**src/rtl/main_seq_pkg.sv**
```systemverilog
// Shared phase encodings and limits for the main_seq stage sequencer.
package main_seq_pkg;

  localparam int PHASE_W    = 2;
  localparam int MAX_STAGES = 8;

  typedef enum logic [PHASE_W-1:0] {
    PH_IDLE  = 2'd0,
    PH_START = 2'd1,
    PH_WAIT  = 2'd2,
    PH_HOLD  = 2'd3
  } phase_e;

endpackage

```
**src/rtl/main_seq_stage_pick.sv**
```systemverilog
// Combinational priority finder: lowest non-bypassed stage index >= base.
module stage_pick
  import main_seq_pkg::*;
#(
  parameter int N  = 3,
  parameter int SW = 2
) (
  input  logic [N-1:0]  bypass,
  input  logic [SW:0]   base,
  output logic [SW-1:0] idx,
  output logic          valid
);

  // Scan from the top down so the last hit is the lowest qualifying index.
  always_comb begin
    idx   = '0;
    valid = 1'b0;
    for (int i = N - 1; i >= 0; i--) begin
      if (!bypass[i] && ((SW+1)'(i) >= base)) begin
        idx   = SW'(i);
        valid = 1'b1;
      end
    end
  end

endmodule

```
**src/rtl/main_seq.sv**
```systemverilog
// Top-level stage sequencer: IDLE -> START -> WAIT -> HOLD per stage.
// Optional WAIT watchdog enabled by defining MAIN_SEQ_TIMEOUT_EN.
module main_seq
  import main_seq_pkg::*;
#(
  parameter int NUM_STAGES     = 3,
  parameter int TIMEOUT_CYCLES = 27000000,
  parameter int SW             = (NUM_STAGES > 1) ? $clog2(NUM_STAGES) : 1
) (
  input  logic                  clk,
  input  logic                  reset_n,
  input  logic                  button_enter,
  input  logic                  switch,
  input  logic [NUM_STAGES-1:0] stage_bypass,
  input  logic [NUM_STAGES-1:0] stage_done,
  output logic [PHASE_W-1:0]    phase,
  output logic [SW-1:0]         stage_idx,
  output logic [NUM_STAGES-1:0] stage_start,
  output logic                  busy,
  output logic                  timeout_err
);

  if (NUM_STAGES < 1 || NUM_STAGES > MAX_STAGES || TIMEOUT_CYCLES < 1) begin : g_bad_params
    $error("main_seq: parameter out of range");
  end

  phase_e        phase_q;
  logic [SW-1:0] idx_q;
  logic          terr_q;
  logic          btn_q;
  logic          press_q;
  logic          fwd;
  logic          bwd;
  logic          expire;
  logic [SW:0]   pick_base;
  logic [SW-1:0] pick_idx;
  logic          pick_vld;

  assign fwd = press_q & switch;
  assign bwd = press_q & ~switch;

  assign pick_base = (phase_q == PH_IDLE) ? '0 : ({1'b0, idx_q} + (SW+1)'(1));

  stage_pick #(
    .N  (NUM_STAGES),
    .SW (SW)
  ) u_pick (
    .bypass (stage_bypass),
    .base   (pick_base),
    .idx    (pick_idx),
    .valid  (pick_vld)
  );

`ifdef MAIN_SEQ_TIMEOUT_EN
  localparam int TW = (TIMEOUT_CYCLES > 1) ? $clog2(TIMEOUT_CYCLES) : 1;

  logic [TW-1:0] wd_q;

  assign expire = (wd_q == TW'(TIMEOUT_CYCLES - 1));

  always_ff @(posedge clk or negedge reset_n) begin
    if (!reset_n) begin
      wd_q <= '0;
    end else if (phase_q == PH_START) begin
      wd_q <= '0;
    end else if (phase_q == PH_WAIT && !expire) begin
      wd_q <= wd_q + TW'(1);
    end
  end
`else
  assign expire = 1'b0;
`endif

  // btn_q resets high so a button held through reset never registers a press.
  always_ff @(posedge clk or negedge reset_n) begin
    if (!reset_n) begin
      phase_q <= PH_IDLE;
      idx_q   <= '0;
      terr_q  <= 1'b0;
      btn_q   <= 1'b1;
      press_q <= 1'b0;
    end else begin
      btn_q   <= button_enter;
      press_q <= button_enter & ~btn_q;
      case (phase_q)
        PH_IDLE: begin
          if (fwd) begin
            terr_q <= 1'b0;
            if (pick_vld) begin
              phase_q <= PH_START;
              idx_q   <= pick_idx;
            end
          end
        end
        PH_START: phase_q <= PH_WAIT;
        PH_WAIT: begin
          if (bwd) begin
            phase_q <= PH_IDLE;
            idx_q   <= '0;
          end else if (stage_done[idx_q]) begin
            phase_q <= PH_HOLD;
          end else if (expire) begin
            phase_q <= PH_IDLE;
            idx_q   <= '0;
            terr_q  <= 1'b1;
          end
        end
        PH_HOLD: begin
          if (fwd && pick_vld) begin
            phase_q <= PH_START;
            idx_q   <= pick_idx;
          end else if (bwd) begin
            phase_q <= PH_IDLE;
            idx_q   <= '0;
          end
        end
        default: begin
          phase_q <= PH_IDLE;
          idx_q   <= '0;
        end
      endcase
    end
  end

  assign phase       = phase_q;
  assign stage_idx   = idx_q;
  assign stage_start = (phase_q == PH_START) ? (NUM_STAGES'(1) << idx_q) : '0;
  assign busy        = (phase_q == PH_START) || (phase_q == PH_WAIT);
  assign timeout_err = terr_q;

endmodule
```
**config.mk**
```make
export PLATFORM = sky130hd
export DESIGN_NAME = main_seq
export DESIGN_NICKNAME = d
export VERILOG_FILES = /design/src/rtl/main_seq_pkg.sv /design/src/rtl/main_seq_stage_pick.sv /design/src/rtl/main_seq.sv
export SDC_FILE = /design/constraint.sdc
export NUM_CORES = 1
export LEC_CHECK = 0
export CORE_MARGIN = 1.5
export CORE_UTILIZATION = 40
export CTS_CLUSTER_SIZE = 14
export DETAILED_ROUTE_END_ITERATION = 10
export PLACE_DENSITY = 0.71
export SYNTH_ARGS = -nofsm -noshare
export SYNTH_HDL_FRONTEND = slang
export SYNTH_SLANG_ARGS = --single-unit
```
**constraint.sdc**
```tcl
create_clock -name clk -period 1.9 [get_ports clk]
set_input_delay 0.38 -clock clk [delete_from_list [all_inputs] [get_ports clk]]
set_output_delay 0.38 -clock clk [all_outputs]
set_load 0.02 [all_outputs]
```
==> qor.txt <==
Outcome = finished, final reports clean
Comb power frac = 0.756
I/O Buffers = 17
Clock buffer depth = 2
WP buf/inv = 2
Worst Skew = 0.00540 ns
Antenna cell count = 0
Post-Synth Adder-Cell Area = 0.169
Placed cells = 112
Die height = 41.5 um
Crit path kind = reg2reg
Cell area power density = 1450 mW/mm^2
Synthesized area = 592 um^2
Commonest non-fill, non-tap cell in the layout = clkdlybuf4s50_1
Layout Cells excl Fill = 118
Final Cycle Share = 0.960
Fin Setup TNS = 0 ns
Hold/Removal Path Class = in2async
Syn_area_per_cell = 8.34 um^2
Worst path cell trace = inv_2, buf_6, ha_4, a41o_1, a21oi_2, o21ai_1, or4_1, nand3_2
Final ANT Viol Nets = 0
Post-synthesis cell type count = 29
Clock transition at the registers of the reported paths = 0.05 ns
Seq/Total Area, Yosys = 0.256
Dominant cell type by area after synthesis = dfrtp_1
Slowest-stage cell, CP = or4_1
GRT Residual Overflow = 0
Final WL = 1.63 mm
Total power = 1.36 mW
CP Depth = 8
Vias per cell = 5.40
Endpoints failing setup = 0
# hold bufs at CTS = 0
Synthesis-stage register bit count = 6
Reg2reg path depth = 8
Top post-synthesis cells by area = dfrtp_1, ha_1, dfstp_2
Die Width = 41.5 um
HPWL Detailed = 1.19 mm
Vias in the first global route = 603
Arrival time worst endpoint = 2.00 ns
Register area = 154 um^2
Clock sinks = 6
Combinational family with the most area after synthesis = compound AO/OA/AOI/OAI gates
IO Pins = 19
Die area = 0.00172 mm^2
XOR/XNOR Fraction of Synth Area = 0
Commonest cells after routing, fill and taps aside = clkdlybuf4s50_1, buf_4, inv_1
Overall routing resource usage = 0.194
CTS tree = built
Vias = 637
# DRC = 0
Initial core utilization = 0.444
Share of layout cells above drive strength 1 = 0.320
Crit. End Element = flop
DR WL/cell = 13.8 um
Highest clock rate = 0.548 GHz
Worst ir drop on vdd = 785 uV
Worst path required time = 2.07 ns
Area grow syn2layout = 59.2%
CTS root buf = clkbuf_4
Simple-gate share of the synthesized area = 0.233
Worst setup SP type = flop
Area of the multi-input gates = 450 um^2
Clock buffer count from CTS = 3
Pins Over Slew Limit = 0
Ys Warns = 0
Initial antenna violation count = 0
Fin nets = 122
TritonRoute pass-1 iters = 4
Largest net degree at the start of global routing = 8
Clock power share = 0.092
Net Sw Frac = 0.455
Post-Syn Instances = 71
Synth top area share = 0.211
Final Util = 0.706
CTS H-tree lvls = 1
CP peak stage delay = 0.55 ns
Switching power total = 619 uW
RePlAce Congestion = 0.817
Internal = 743 uW
Fillers = 113
Initial drt markers = 30
Post-synthesis compound-gate area fraction = 0.243
Final Hold Violating Endpoints = 0
Flop pwr share = 0.152
Final min period = 1.82 ns
First-pass GRT wire length = 2.53 mm
Core ar. = 0.00133 mm^2
Lkg Pwr = 0.424 nW
MaxCap Viol Count = 0
Worst-path fanout max = 4
FP Rows = 13
Mux share of post-synthesis cell area = 0.0169
Delay-heaviest family, CP = simple AND/OR/NAND/NOR gates
Syn nets = 89
Clock Latency Late Sink = 0.24 ns
==> per-layer routing <==
layer / wire [um] / GRT usage
met1: 678 / 0.218
met2: 854 / 0.322
met3: 83 / 0.0522
met4: 14 / 0.123
met5: 0 / 0
==> sequential cells by signal, indices dropped and copies added, names as in the netlist <==
signal,flops
stage_idx,2
phase,2
btn_q,1
press_q,1
==> cells in the mapped netlist (all sizes together) <==
library cell  count
conb              1
o22ai             3
inv               7
o32ai             1
ha                8
a41o              1
nand3             2
a21oi             7
o21ai             3
nand2b            4
dfrtp             5
nor2              4
or4               1
and2              4
nor2b             4
mux2i             1
nor3              1
dfstp             1
o2111ai           3
buf               2
o221ai            1
a31oi             1
o21a              1
or2               1
or2b              1
nand2             3
==> kinds of logic after synthesis <==
family,after synthesis
flip-flops,6
AND/OR/NAND/NOR,25
other,1
multiplexers,1
buffers and inverters,9
AO/OA/AOI/OAI,21
adder cells (fa/ha/maj),8
==> area by class of cell <==
class	instances	area share
clock buffers	4	0.0279
inverters	7	0.0279
multi-input cells	56	0.478
flip-flops and latches	6	0.163
well taps	15	0.0199
repair buffers	30	0.283
==> worst paths after layout <==
path | to | slack (ns) | start
hold / removal | press_q$_DFF_PN0_ | 0.36 | reset_n
max in group asynchronous | btn_q$_DFF_PN1_ | 1.27 | reset_n
setup reg to reg | stage_idx[1]$_DFFE_PN0P_ | 0.08 | phase[1]$_DFFE_PN0P_
hold reg to reg | press_q$_DFF_PN0_ | 0.48 | btn_q$_DFF_PN1_
min in group clk | press_q$_DFF_PN0_ | 0.48 | btn_q$_DFF_PN1_
setup / recovery | stage_idx[1]$_DFFE_PN0P_ | 0.08 | phase[1]$_DFFE_PN0P_
==> stage by stage <==
stage               hold WS, ns  instance area, um^2  setup slack [ns]
global route              0.379                  942           -0.0318
global placement          0.472                  847           -0.0265
detailed placement        0.478                  847           -0.0867
CTS                       0.358                  868            0.0132
finish                    0.364                  942            0.0752
floorplan                0.0844                  594            0.0177
==> power by group through the flow <==
stage	clock network [mW]	logic (mW)	registers, mW
detailed placement	0	0.897	0.205
CTS	0.135	0.876	0.204
global placement	0	0.893	0.205
floorplan	0	0.499	0.255
global route	0.141	1.12	0.213
finish	0.126	1.03	0.207
==> repair_timing <==
action	CTS	global route
gates resized for setup	4	13
pin swaps	0	2
cloned	0	0
buffers inserted	0	2
setup endpoints to repair	4	7
No activity file was read; power rests on OpenSTA's default activity.
